**config.mk**
```make
export PLATFORM = sky130hd
export DESIGN_NAME = spi_reg_config
export DESIGN_NICKNAME = d
export VERILOG_FILES = /design/src/rtl/spi_reg_config.sv
export SDC_FILE = /design/constraint.sdc
export NUM_CORES = 1
export LEC_CHECK = 0
export ABC_AREA = 1
export CAP_MARGIN = 20
export CORE_MARGIN = 8
export CORE_UTILIZATION = 37
export DETAILED_ROUTE_END_ITERATION = 10
export GPL_TIMING_DRIVEN = 0
export RECOVER_POWER = 50
export SLEW_MARGIN = 20
export SYNTH_ARGS = -nofsm -noshare
export SYNTH_HDL_FRONTEND = slang
export SYNTH_SLANG_ARGS = --single-unit
```
**constraint.sdc**
```tcl
create_clock -name clk -period 1.6 [get_ports clk]
set_input_delay 0.32 -clock clk [delete_from_list [all_inputs] [get_ports clk]]
set_output_delay 0.32 -clock clk [all_outputs]
set_load 0.01 [all_outputs]
```
**src/rtl/spi_reg_config.sv**
```systemverilog
`default_nettype none
// ---------------------------------------------------------------------------
// spi_reg_config : SPI-slave (mode 0) write decoder owning the five PWM control
// registers. Optional macro SPI_READBACK_EN enables register readback on cipo.
// Rev 1.0
// ---------------------------------------------------------------------------
module spi_reg_config #(
  parameter int NUM_REGS = 5
) (
  input  logic       clk,
  input  logic       rst_n,
  input  logic       sclk,
  input  logic       ncs,
  input  logic       copi,
  output logic       cipo,
  output logic [7:0] en_reg_out_7_0,
  output logic [7:0] en_reg_out_15_8,
  output logic [7:0] en_reg_pwm_7_0,
  output logic [7:0] en_reg_pwm_15_8,
  output logic [7:0] pwm_duty_cycle,
  output logic       cfg_update
);

  localparam logic [0:0] IDLE      = 1'b0;
  localparam logic [0:0] ACTIVE    = 1'b1;
  localparam logic [4:0] CNT_FULL  = 5'd16;
  localparam logic [4:0] CNT_SAT   = 5'd17;
  localparam logic [6:0] NUM_REGS_A = 7'(NUM_REGS);

  logic [2:0]  sclk_s;
  logic [2:0]  ncs_s;
  logic [1:0]  copi_s;
  logic [0:0]  state;
  logic [4:0]  bit_cnt;
  logic [15:0] shift_reg;
  logic [1:0]  settle;
  logic        armed;
  logic [7:0]  regs [5];

  logic sclk_rise, sclk_fall, ncs_fall, ncs_rise, commit;

  assign sclk_rise = sclk_s[1] & ~sclk_s[2];
  assign sclk_fall = ~sclk_s[1] & sclk_s[2];
  assign ncs_fall  = ~ncs_s[1] & ncs_s[2];
  assign ncs_rise  = ncs_s[1] & ~ncs_s[2];

  assign commit = (state == ACTIVE) && ncs_rise && (bit_cnt == CNT_FULL) &&
                  shift_reg[15] && (shift_reg[14:8] < NUM_REGS_A);

  always_ff @(posedge clk or negedge rst_n) begin
    if (!rst_n) begin
      sclk_s <= 3'b000;
      ncs_s  <= 3'b111;
      copi_s <= 2'b00;
    end else begin
      sclk_s <= {sclk_s[1:0], sclk};
      ncs_s  <= {ncs_s[1:0], ncs};
      copi_s <= {copi_s[0], copi};
    end
  end

  // The ncs chain resets high, so a pin held low through reset would look like a
  // falling edge. Only arm frame start once the chain has flushed and seen ncs high.
  always_ff @(posedge clk or negedge rst_n) begin
    if (!rst_n) begin
      settle <= 2'd0;
      armed  <= 1'b0;
    end else begin
      if (settle != 2'd3) settle <= settle + 2'd1;
      if (settle[1] && ncs_s[1]) armed <= 1'b1;
    end
  end

  always_ff @(posedge clk or negedge rst_n) begin
    if (!rst_n) begin
      state     <= IDLE;
      bit_cnt   <= 5'd0;
      shift_reg <= 16'h0000;
    end else begin
      case (state)
        IDLE: begin
          if (ncs_fall && armed) begin
            state     <= ACTIVE;
            bit_cnt   <= 5'd0;
            shift_reg <= 16'h0000;
          end
        end
        ACTIVE: begin
          if (ncs_rise) begin
            state <= IDLE;
          end else if (sclk_rise) begin
            shift_reg <= {shift_reg[14:0], copi_s[1]};
            if (bit_cnt != CNT_SAT) bit_cnt <= bit_cnt + 5'd1;
          end
        end
        default: state <= IDLE;
      endcase
    end
  end

  always_ff @(posedge clk or negedge rst_n) begin
    if (!rst_n) begin
      for (int i = 0; i < 5; i++) regs[i] <= 8'h00;
      cfg_update <= 1'b0;
    end else begin
      cfg_update <= commit;
      for (int i = 0; i < 5; i++) begin
        if (commit && (shift_reg[14:8] == 7'(i))) regs[i] <= shift_reg[7:0];
      end
    end
  end

  assign en_reg_out_7_0  = regs[0];
  assign en_reg_out_15_8 = regs[1];
  assign en_reg_pwm_7_0  = regs[2];
  assign en_reg_pwm_15_8 = regs[3];
  assign pwm_duty_cycle  = regs[4];

`ifdef SPI_READBACK_EN
  logic [7:0] out_sr;

  // After 8 bits the shifter holds {R/W, address}; a read of a valid address
  // loads the register so its MSB is on cipo before the 9th sclk rise.
  always_ff @(posedge clk or negedge rst_n) begin
    if (!rst_n) begin
      out_sr <= 8'h00;
    end else if (state != ACTIVE || ncs_s[1]) begin
      out_sr <= 8'h00;
    end else if (sclk_fall) begin
      if (bit_cnt == 5'd8 && !shift_reg[7] && (shift_reg[6:0] < NUM_REGS_A))
        out_sr <= regs[shift_reg[2:0]];
      else
        out_sr <= {out_sr[6:0], 1'b0};
    end
  end

  assign cipo = out_sr[7];
`else
  assign cipo = 1'b0;
`endif

endmodule
`default_nettype wire

```
==> insert_results.sql, run 1 <==
INSERT INTO impl_metrics (metric_group, metric, value, unit) VALUES
('synthesis', 'synthesis.nets', '346', ''),
('power', 'cellLeakagePower', '2.483', 'nW'),
('clock_tree', 'cts_max_level', '3', ''),
('worst_setup_path', 'worst_setup_path_end_kind', 'output port', ''),
('clock_tree', 'cts_tree', 'built', ''),
('synthesis', 'ys_dominant_reg_cell', 'dfrtp_1', ''),
('finish', 'largest_register_ffs', '16', ''),
('run', 'maxCapViolCount', '0', ''),
('routing', 'detail_route.first_pass.iterations', '4', ''),
('worst_setup_path', 'critical_path.cell_chain', 'clkdlybuf4s50_1', ''),
('floorplanning', 'standard_cell_core_area', '0.008678', 'mm^2'),
('grt', 'grt_busiest_layer', 'met2', ''),
('worst_setup_path', 'critical_path.n_buffers_inverters', '1', ''),
('finish', 'drive_gt1_share', '19.08', '%'),
('worst_setup_path', 'crit_required', '1.28', 'ns'),
('placed_design', 'dpl.cell_count', '491', ''),
('clock_tree', 'ctsRootBufferMaster', 'clkbuf_8', ''),
('synthesis', 'postSynthCellCount', '337', ''),
('grt', 'grt_pass1_vias', '2449', ''),
('grt', 'globalRoute.totalOverflow', '0', ''),
('timing', 'slew-limit-headroom', '42.88', '%'),
('worst_setup_path', 'crit_path_start', 'en_reg_pwm_7_0[4]$_DFFE_PN0P_', ''),
('finish', 'layout-area-overhead-vs-synth', '32.23', '%'),
('power', 'total_power', '4.001', 'mW'),
('worst_setup_path', 'worst_setup_path_start_kind', 'register', ''),
('outcome', 'outcome', 'completed', ''),
('finish', 'final_util', '50.27', '%'),
('worst_setup_path', 'timing.critical_path.slowest_cell_delay', '0.54', 'ns'),
('floorplanning', 'initial_core_util', '38.02', '%'),
('routing', 'first_iter_violations', '120', ''),
('finish', 'layout.nets', '418', ''),
('timing', 'finalHoldViolations', '0', ''),
('worst_setup_path', 'critPathKind', 'register to output port', ''),
('clock_tree', 'clk_path_buf_depth', '2', ''),
('hold_path', 'timing.hold.worst.class', 'register to register', ''),
('grt', 'grt.met2_usage', '19.71', '%'),
('floorplanning', 'die-area', '0.01219', 'mm^2'),
('finish', 'layoutNonFillerInstCount', '522', ''),
('grt', 'groute.layer.met1.usage', '15.67', '%'),
('synthesis', 'flip_flop_and_latch_count_after_synthesis', '74', ''),
('worst_setup_path', 'critical_path_peak_fanout', '2', ''),
('timing', 'clock.fmax', '638.4', 'MHz'),
('timing', 'final.hold.worst_slack', '0.3523', 'ns'),
('timing', 'max_slew.worst_pin.slew', '0.8569', 'ns'),
('worst_setup_path', 'reg2reg_from', 'shift_reg[11]$_DFFE_PN0P_', ''),
('synthesis', 'synth_area', '0.003299', 'mm^2'),
('placed_design', 'numPortBuffers', '45', ''),
('clock_tree', 'cts_sinks', '74', ''),
('synthesis', 'share_of_the_yosys_chip_area_belonging_to_registers', '56.24', '%'),
('routing', 'route.detailed.vias_per_inst', '5.010', ''),
('power', 'cellPowerDensity', '917.0', 'mW/mm^2'),
('grt', 'grt_start_max_net_pins', '42', ''),
('worst_setup_path', 'critPathTopFamily', 'buffers and inverters', ''),
('placed_design', 'hpwlAfterDp', '5.181', 'mm'),
('timing', 'report.final.slew_viol_count', '0', ''),
('clock_tree', 'worst_setup_hold_path_clk_slew', '0.09', 'ns'),
('floorplanning', 'pin_count', '47', ''),
('routing', 'route.detailed.wl_per_inst', '15.19', 'um'),
('worst_setup_path', 'cp_slowest_cell', 'clkdlybuf4s50_1', ''),
('synthesis', 'warnings_synthesis', '0', ''),
('hold_path', 'hp-start', 'sclk_s[0]$_DFF_PN0_', ''),
('timing', 'setup_viol_count_final', '0', ''),
('clock_tree', 'cts_inserted_buffers', '9', ''),
('finish', 'antenna-diode-count', '0', ''),
('timing', 'period_needed', '1.566', 'ns'),
('grt', 'grt.met3_usage', '3.084', '%'),
('floorplanning', 'rows', '34', ''),
('floorplanning', 'width_of_the_die', '110.4', 'um'),
('timing', 'period_utilization_post_route', '97.90', '%'),
('routing', 'drt_wl_total', '7.931', 'mm'),
('floorplanning', 'die_height', '110.4', 'um');
-- cells by family (layout without fill, tap and decap cells) --
logic type	count (synthesis)	after routing	synth area share, %
flip-flops	74	74	56.24
other	1	1	0.1137
XOR/XNOR	3	3	0.7965
multiplexers	1	1	0.3413
adder cells (fa/ha/maj)	4	4	1.517
AO/OA/AOI/OAI	24	24	3.830
AND/OR/NAND/NOR	204	205	31.40
buffers and inverters	26	102	5.764
-- synthesized netlist by cell type (4+ instances only) --
library cell / n / area, um^2
nand4_1: 40 / 250.2
inv_1: 8 / 30.03
buf_6: 5 / 56.30
dfrtp_1: 71 / 1777
nand3_1: 8 / 40.04
o21ai_1: 10 / 50.05
o21ai_0: 12 / 60.06
nor2_2: 5 / 31.28
nand3_4: 6 / 105.1
buf_8: 4 / 60.06
ha_1: 4 / 50.05
nand2_1: 133 / 499.2
-- final timing paths --
| check | to | depth (start not counted) |
|---|---|---|
| max | en_reg_pwm_7_0[4] | 1 |
| min | sclk_s[1]$_DFF_PN0_ | 0 |
| max reg2reg | en_reg_out_7_0[7]$_DFFE_PN0P_ | 6 |
| min reg2reg | sclk_s[1]$_DFF_PN0_ | 0 |
| max in group asynchronous | ncs_s[2]$_DFF_PN1_ | 3 |
| min in group asynchronous | copi_s[1]$_DFF_PN0_ | 2 |
-- power breakdown --
| part | leakage [nW] | switching [mW] | internal (mW) |
|---|---|---|---|
| combinational | 1.41 | 0.301 | 0.205 |
| sequential | 0.992 | 0.101 | 1.93 |
| clock | 0.0808 | 0.740 | 0.720 |
| total | 2.48 | 1.14 | 2.86 |
-- cell type report --
type / count / area (um^2)
well taps: 108 / 135.1
repair buffers: 60 / 666.9
clock buffers: 10 / 127.6
clock inverters: 6 / 67.56
fillers: 812 / 4315
multi-input cells: 238 / 1318
inverters: 11 / 43.79
flip-flops and latches: 74 / 1856
plain buffers: 15 / 148.9
-- what timing repair did --
item / CTS / global route
hold endpoints to repair: 33 / 0
cloned: 0 / 2
setup endpoints to repair: 3 / 85
buffers inserted: 2 / 10
gates resized for setup: 2 / 46
pin swaps: 1 / 9
hold buffers: 1 / 0
-- metrics by stage --
step	instance area [um^2]	TNS [ns]	worst slack, ns
after floorplan	3299	0	0.1878
after global placement	3885	-168.73	-2.318
after detailed placement	3902	-0.002636	-0.002636
after CTS	4145	0	0.0001170
after global routing	4363	-0.03203	-0.009009
final	4363	0	0.03355
-- per-layer routing --
metal / wire [um] / vias up
met1: 3548 / 1253
met4: 152 / 0
met2: 3787 / 74
li1: - / 1277
met3: 442 / 11
met5: 0 / -
-- layout by cell type (no fill, tap or decap), types with 3 or more instances in the layout --
cell / count
o21ai_1: 10
buf_12: 4
dlymetal6s2s_1: 26
inv_1: 7
inv_2: 3
nand2_1: 128
nand2_2: 6
xnor2_1: 3
ha_1: 3
clkdlybuf4s50_1: 10
dlygate4sd3_1: 4
clkinvlp_4: 5
clkbuf_8: 9
buf_8: 4
nand3_4: 6
nor2_4: 7
buf_4: 12
nand4_1: 40
dfstp_2: 3
o21ai_0: 12
clkbuf_1: 4
nand3_1: 8
dfrtp_1: 71
buf_6: 5
Power figures use the tool's default switching activity.
==> run 2, diff against run 1 <==
--- a/config.mk
+++ b/config.mk
@@ -12,7 +12,7 @@
 export DETAILED_ROUTE_END_ITERATION = 10
 export GPL_TIMING_DRIVEN = 0
 export RECOVER_POWER = 50
-export SLEW_MARGIN = 20
+export SLEW_MARGIN = 10
 export SYNTH_ARGS = -nofsm -noshare
 export SYNTH_HDL_FRONTEND = slang
 export SYNTH_SLANG_ARGS = --single-unit
==> results of run 2 <==
Same layout as run 1: the final DEF is identical, and so are final timing and power.
